**config.mk**
```make
export PLATFORM = sky130hd
export DESIGN_NAME = time_set_register
export DESIGN_NICKNAME = d
export VERILOG_FILES = /design/src/rtl/time_set_register.sv
export SDC_FILE = /design/constraint.sdc
export NUM_CORES = 1
export LEC_CHECK = 0
export CORE_UTILIZATION = 60
export CTS_BUF_LIST = sky130_fd_sc_hd__clkbuf_4 sky130_fd_sc_hd__clkbuf_8
export DETAILED_ROUTE_END_ITERATION = 16
export PLACE_DENSITY_LB_ADDON = 0.12
export REMOVE_ABC_BUFFERS = 1
export SYNTH_ARGS = -nofsm -noshare
export SYNTH_HDL_FRONTEND = slang
export SYNTH_SLANG_ARGS = --single-unit
```
**constraint.sdc**
```tcl
create_clock -name clock -period 4.8 [get_ports clock]
set_clock_uncertainty 0.15 [all_clocks]
set_input_delay 0.96 -clock clock [delete_from_list [all_inputs] [get_ports clock]]
set_output_delay 0.96 -clock clock [all_outputs]
set_load 0.05 [all_outputs]
```
**src/rtl/time_set_register.sv**
```systemverilog
// Time-set register: collects keypad digits into hour/minute/second fields while
// the setting sequence enables them, range-checks on completion and commits the
// result to the registers read by the alarm/nap timer.
module time_set_register #(
   parameter int unsigned HOUR_MAX = 23,
   parameter int unsigned MIN_MAX  = 59,
   parameter int unsigned SEC_MAX  = 59
) (
   input  logic       clock,
   input  logic       reset,
   input  logic       hour_en,
   input  logic       min_en,
   input  logic       sec_en,
   input  logic       complete_setting,
   input  logic       key_valid,
   input  logic [3:0] key_digit,
   output logic [4:0] set_hour,
   output logic [5:0] set_min,
   output logic [5:0] set_sec,
   output logic       time_valid,
   output logic       range_error,
   output logic       busy
);

   localparam int unsigned HW = 5;
   localparam int unsigned MW = 6;
   localparam int unsigned VW = 7;
   localparam int unsigned NF = 3;

   typedef enum logic [1:0] {IDLE, ENTRY, CHECK} state_t;

   state_t               state;
   logic [NF-1:0][3:0]   tens;
   logic [NF-1:0][3:0]   ones;
   logic [NF-1:0][1:0]   count;

   logic [2:0]           en;
   logic [1:0]           sel;
   logic                 one_hot;
   logic                 key_ok;
   logic [VW-1:0]        hour_val;
   logic [VW-1:0]        min_val;
   logic [VW-1:0]        sec_val;
   logic                 in_range;

   assign en = {hour_en, min_en, sec_en};

   // Decode which single field (0=hour, 1=minute, 2=second) a key targets.
   always_comb begin
      sel     = 2'd0;
      one_hot = 1'b0;
      case (en)
         3'b100: begin sel = 2'd0; one_hot = 1'b1; end
         3'b010: begin sel = 2'd1; one_hot = 1'b1; end
         3'b001: begin sel = 2'd2; one_hot = 1'b1; end
         default: begin sel = 2'd0; one_hot = 1'b0; end
      endcase
   end

   // A key is taken only if it is a decimal digit aimed at exactly one field
   // and is not coincident with the completion pulse.
   assign key_ok = key_valid && (key_digit <= 4'd9) && one_hot && !complete_setting;

   // Two-digit decimal to binary at 7 bits so that 99 is representable and rejected.
   assign hour_val = VW'(tens[0]) * 7'd10 + VW'(ones[0]);
   assign min_val  = VW'(tens[1]) * 7'd10 + VW'(ones[1]);
   assign sec_val  = VW'(tens[2]) * 7'd10 + VW'(ones[2]);

   assign in_range = (hour_val <= VW'(HOUR_MAX)) &&
                     (min_val  <= VW'(MIN_MAX))  &&
                     (sec_val  <= VW'(SEC_MAX));

   // Entry FSM with working digit storage and registered commit/pulse outputs.
   always_ff @(posedge clock or posedge reset) begin
      if (reset) begin
         state       <= IDLE;
         tens        <= '0;
         ones        <= '0;
         count       <= '0;
         set_hour    <= '0;
         set_min     <= '0;
         set_sec     <= '0;
         time_valid  <= 1'b0;
         range_error <= 1'b0;
         busy        <= 1'b0;
      end else begin
         time_valid  <= 1'b0;
         range_error <= 1'b0;
         case (state)
            IDLE: begin
               if (|en) begin
                  tens  <= '0;
                  ones  <= '0;
                  count <= '0;
                  state <= ENTRY;
                  busy  <= 1'b1;
               end
            end
            ENTRY: begin
               if (complete_setting) begin
                  state <= CHECK;
               end else if (!(|en)) begin
                  // Abort: working digits are dropped at the next entry start.
                  state <= IDLE;
                  busy  <= 1'b0;
               end else if (key_ok) begin
                  tens[sel] <= ones[sel];
                  ones[sel] <= key_digit;
                  if (count[sel] != 2'd2) begin
                     count[sel] <= count[sel] + 2'd1;
                  end
               end
            end
            CHECK: begin
               state <= IDLE;
               busy  <= 1'b0;
               if (in_range) begin
                  set_hour   <= HW'(hour_val);
                  set_min    <= MW'(min_val);
                  set_sec    <= MW'(sec_val);
                  time_valid <= 1'b1;
               end else begin
                  range_error <= 1'b1;
               end
            end
            default: begin
               state <= IDLE;
               busy  <= 1'b0;
            end
         endcase
      end
   end

endmodule
```
==> flow_summary.json <==
{
  "status": "complete, no violations",
  "initial_core_util_pct": 63.9,
  "htreeDepth": 2,
  "route.detailed.drc": 0,
  "vias_per_cell": 5.73,
  "hold_depth": 1,
  "p_per_area_nw_per_um2": 459,
  "synth_top_family_by_area": "compound AO/OA/AOI/OAI gates",
  "post_cts_buffers": 0,
  "yosys_warnings": 0,
  "boundaryPins": 31,
  "maxCapViolations": 0,
  "antenna_left": 0,
  "grtUsageTotal_pct": 24.8,
  "period_share_pct": 72.0,
  "cp_data_required_time_ns": 4.83,
  "worst_pin_slew_ns": 0.923,
  "die_width_um": 68.0,
  "finalCriticalPeriod_ns": 3.46,
  "hold_violations": 0,
  "arrival_ns": 3.49,
  "synth_area_leader_cell": "dfrtp_1",
  "synthAdderAreaFrac_pct": 13.7,
  "clockBufferDepth": 2,
  "relSlewSlack_pct": 38.4,
  "worstHoldStart": "state[1]$_DFFE_PP0P_",
  "cts_resized": 0,
  "cts_tree": "done",
  "yosys.area_share.simple_pct": 9.44,
  "start_kind": "flip-flop",
  "reg2reg_depth": 11,
  "nets": 292,
  "dp_hpwl_mm": 3.65,
  "placed_cell_area_um2": 2950,
  "path_class": "reg2reg",
  "synthMuxAreaShare_pct": 8.24,
  "drt_iter0_drc": 92,
  "ys_ff_latch": 46,
  "synth_xor_xnor_area_share_pct": 5.37,
  "diodes": 0,
  "first_global_vias": 1777,
  "reg2reg_slack_ns": 1.34,
  "r2r_start": "tens[9]$_DFFE_PP0P_",
  "cts_sinks": 46,
  "yosys.area.top_type_share_pct": 44.1,
  "die_h_um": 68.0,
  "netlist_instances": 223,
  "avgSynthCellArea_um2": 11.7,
  "holdPathEnd": "state[0]$_DFFE_PP0P_",
  "fin_setup_tns_ns": 0,
  "routed_wl_mm": 4.76,
  "p_leak_uw": 0.00143,
  "grt_start_max_net_pins": 47,
  "insertion_delay_ns": 0.31,
  "antenna_found_initial": 0,
  "cts_hold_buf": 0,
  "syn_area_um2": 2610,
  "synth_edf_count": 0,
  "fillers": 289,
  "grt_overflow": 0,
  "port-buffer-count": 30,
  "fp.dieArea_um2": 4620,
  "worst_setup_path_end_kind": "flip-flop",
  "route.detailed.wl_per_inst_um": 15.5,
  "hp-class": "reg2reg",
  "rsz0062_at_grt": "false",
  "syn2layout_area_growth_pct": 16.8,
  "fmax_mhz": 289,
  "whs_ns": 0.329,
  "synth-main-ff-cell": "dfrtp_1",
  "drive_above_1_share_pct": 12.8,
  "critPathMaxFanout": 15,
  "cts_buffers": 5,
  "core_um2": 4090,
  "synth_compound_area_share_pct": 14.8,
  "grt_first_pass_wirelength_mm": 8.27,
  "place.gp.congestion": 0.848,
  "root_buffer": "clkbuf_8",
  "setup_viol": 0,
  "vdd_drop_max_v": 0.000292,
  "synth_async_sr_flop_share_pct": 100,
  "drt_pass1_iterations": 4,
  "vias": 1766,
  "power.total_uw": 1400,
  "fin_area_um2": 3050,
  "regToRegEndpoint": "set_min[5]$_DFFE_PP0P_",
  "rows": 23,
  "slew_viol_final": 0,
  "synthTopCellsByArea": "dfrtp_1 44%, ha_1 8.6%, a22o_1 5.4%",
  "synth_cell_type_count": 42,
  "clk_pin_slew_ns": 0.09,
  "seq_area_frac_synth_pct": 44.1
}
==> synthesized netlist by cell type (2+ instances only) <==
cell type and count:
dfrtp_1 46, inv_1 19, ha_1 18, a22o_1 16, nand2_1 14, xor2_1 10
nand2b_1 9, mux2_2 8, o21ai_0 8, mux2_4 7, fa_1 6, nor2_1 6
xnor2_1 6, a21o_1 5, a21oi_1 4, nand3_1 4, a32o_1 3, nor2b_1 3
o22ai_1 3, and3_1 2, clkbuf_1 2, mux2i_1 2, nor3_1 2, o21ai_1 2
==> placed cells by master, fill, tap and decap left out, drive strengths merged, types with 6 or more instances in the layout <==
master	Yosys	routed
a22o	16	16
clkbuf	2	7
clkdlybuf4s50	0	30
dfrtp	46	46
fa	6	6
ha	18	18
inv	19	19
mux2	15	15
nand2	14	14
nand2b	9	9
nor2	6	6
o21ai	11	11
xnor2	6	6
xor2	10	10
==> flip-flops by register name, indices dropped and copies added, names as in the netlist <==
name,flops
set_hour,5
state,2
range_error,1
time_valid,1
set_sec,6
ones,12
set_min,6
busy,1
tens,12
==> cells by family after synthesis <==
| kind of cell | count (synthesis) |
|---|---|
| multiplexers | 17 |
| AO/OA/AOI/OAI | 51 |
| flip-flops | 46 |
| XOR/XNOR | 16 |
| adder cells (fa/ha/maj) | 25 |
| buffers and inverters | 24 |
| AND/OR/NAND/NOR | 44 |
==> how the worst max path moves through the flow <==
stage | startpoint | to | slack (ns) | cells after the start
after global routing | tens[9]$_DFFE_PP0P_ | set_min[5]$_DFFE_PP0P_ | 1.19 | 11
after detailed placement | tens[9]$_DFFE_PP0P_ | set_hour[4]$_DFFE_PP0P_ | 1.35 | 11
after global placement | tens[9]$_DFFE_PP0P_ | set_sec[5]$_DFFE_PP0P_ | 1.37 | 11
final | tens[9]$_DFFE_PP0P_ | set_min[5]$_DFFE_PP0P_ | 1.34 | 11
after floorplan | tens[9]$_DFFE_PP0P_ | set_hour[1]$_DFFE_PP0P_ | 1.44 | 10
after CTS | tens[9]$_DFFE_PP0P_ | set_min[5]$_DFFE_PP0P_ | 1.32 | 11
==> layout make-up <==
cell class                 count  area [um2]  share of cell area (%)
timing repair buffer          32         315                    10.3
sequential                    46        1150                    37.7
clock inverter                 1        8.76                   0.287
inverter                      19        71.3                    2.34
tap                           50        62.6                    2.05
multi-input combinational    153        1350                    44.1
clock buffer                   7        96.3                    3.16
==> layer usage <==
layer,vias to the layer above,share of wire [%],global-route usage [%],wire length (um)
met2,47,46,38.5,2200
li1,858,-,-,-
met1,855,48,34.5,2300
met5,-,0,0,0
met4,0,1.2,7.03,57
met3,6,4.1,6.00,196
==> critical path, stage by stage (launching register included) <==
cell	delay, ns
dfrtp_1	0.43
ha_1	0.31
ha_1	0.19
inv_1	0.06
fa_1	0.47
nand3_1	0.13
a211oi_2	0.07
maj3_2	0.32
o21ai_2	0.16
and4b_1	0.35
buf_4	0.31
mux2_2	0.36
==> per-stage QoR <==
step | cells | setup WS [ns] | util, %
after floorplan | 218 | 1.44 | -
after global placement | 300 | 1.37 | 72.1
after detailed placement | 300 | 1.35 | 72.1
after CTS | 308 | 1.32 | 74.6
after global routing | 308 | 1.19 | 74.6
final | 308 | 1.34 | 74.6
==> power breakdown <==
part / leakage [uW] / internal [uW] / switching, uW
Clock: 0.0000544 / 132 / 129
Sequential: 0.000623 / 474 / 62.1
Combinational: 0.000753 / 236 / 368
Total: 0.00143 / 842 / 559
No activity file was read; power rests on OpenSTA's default activity.
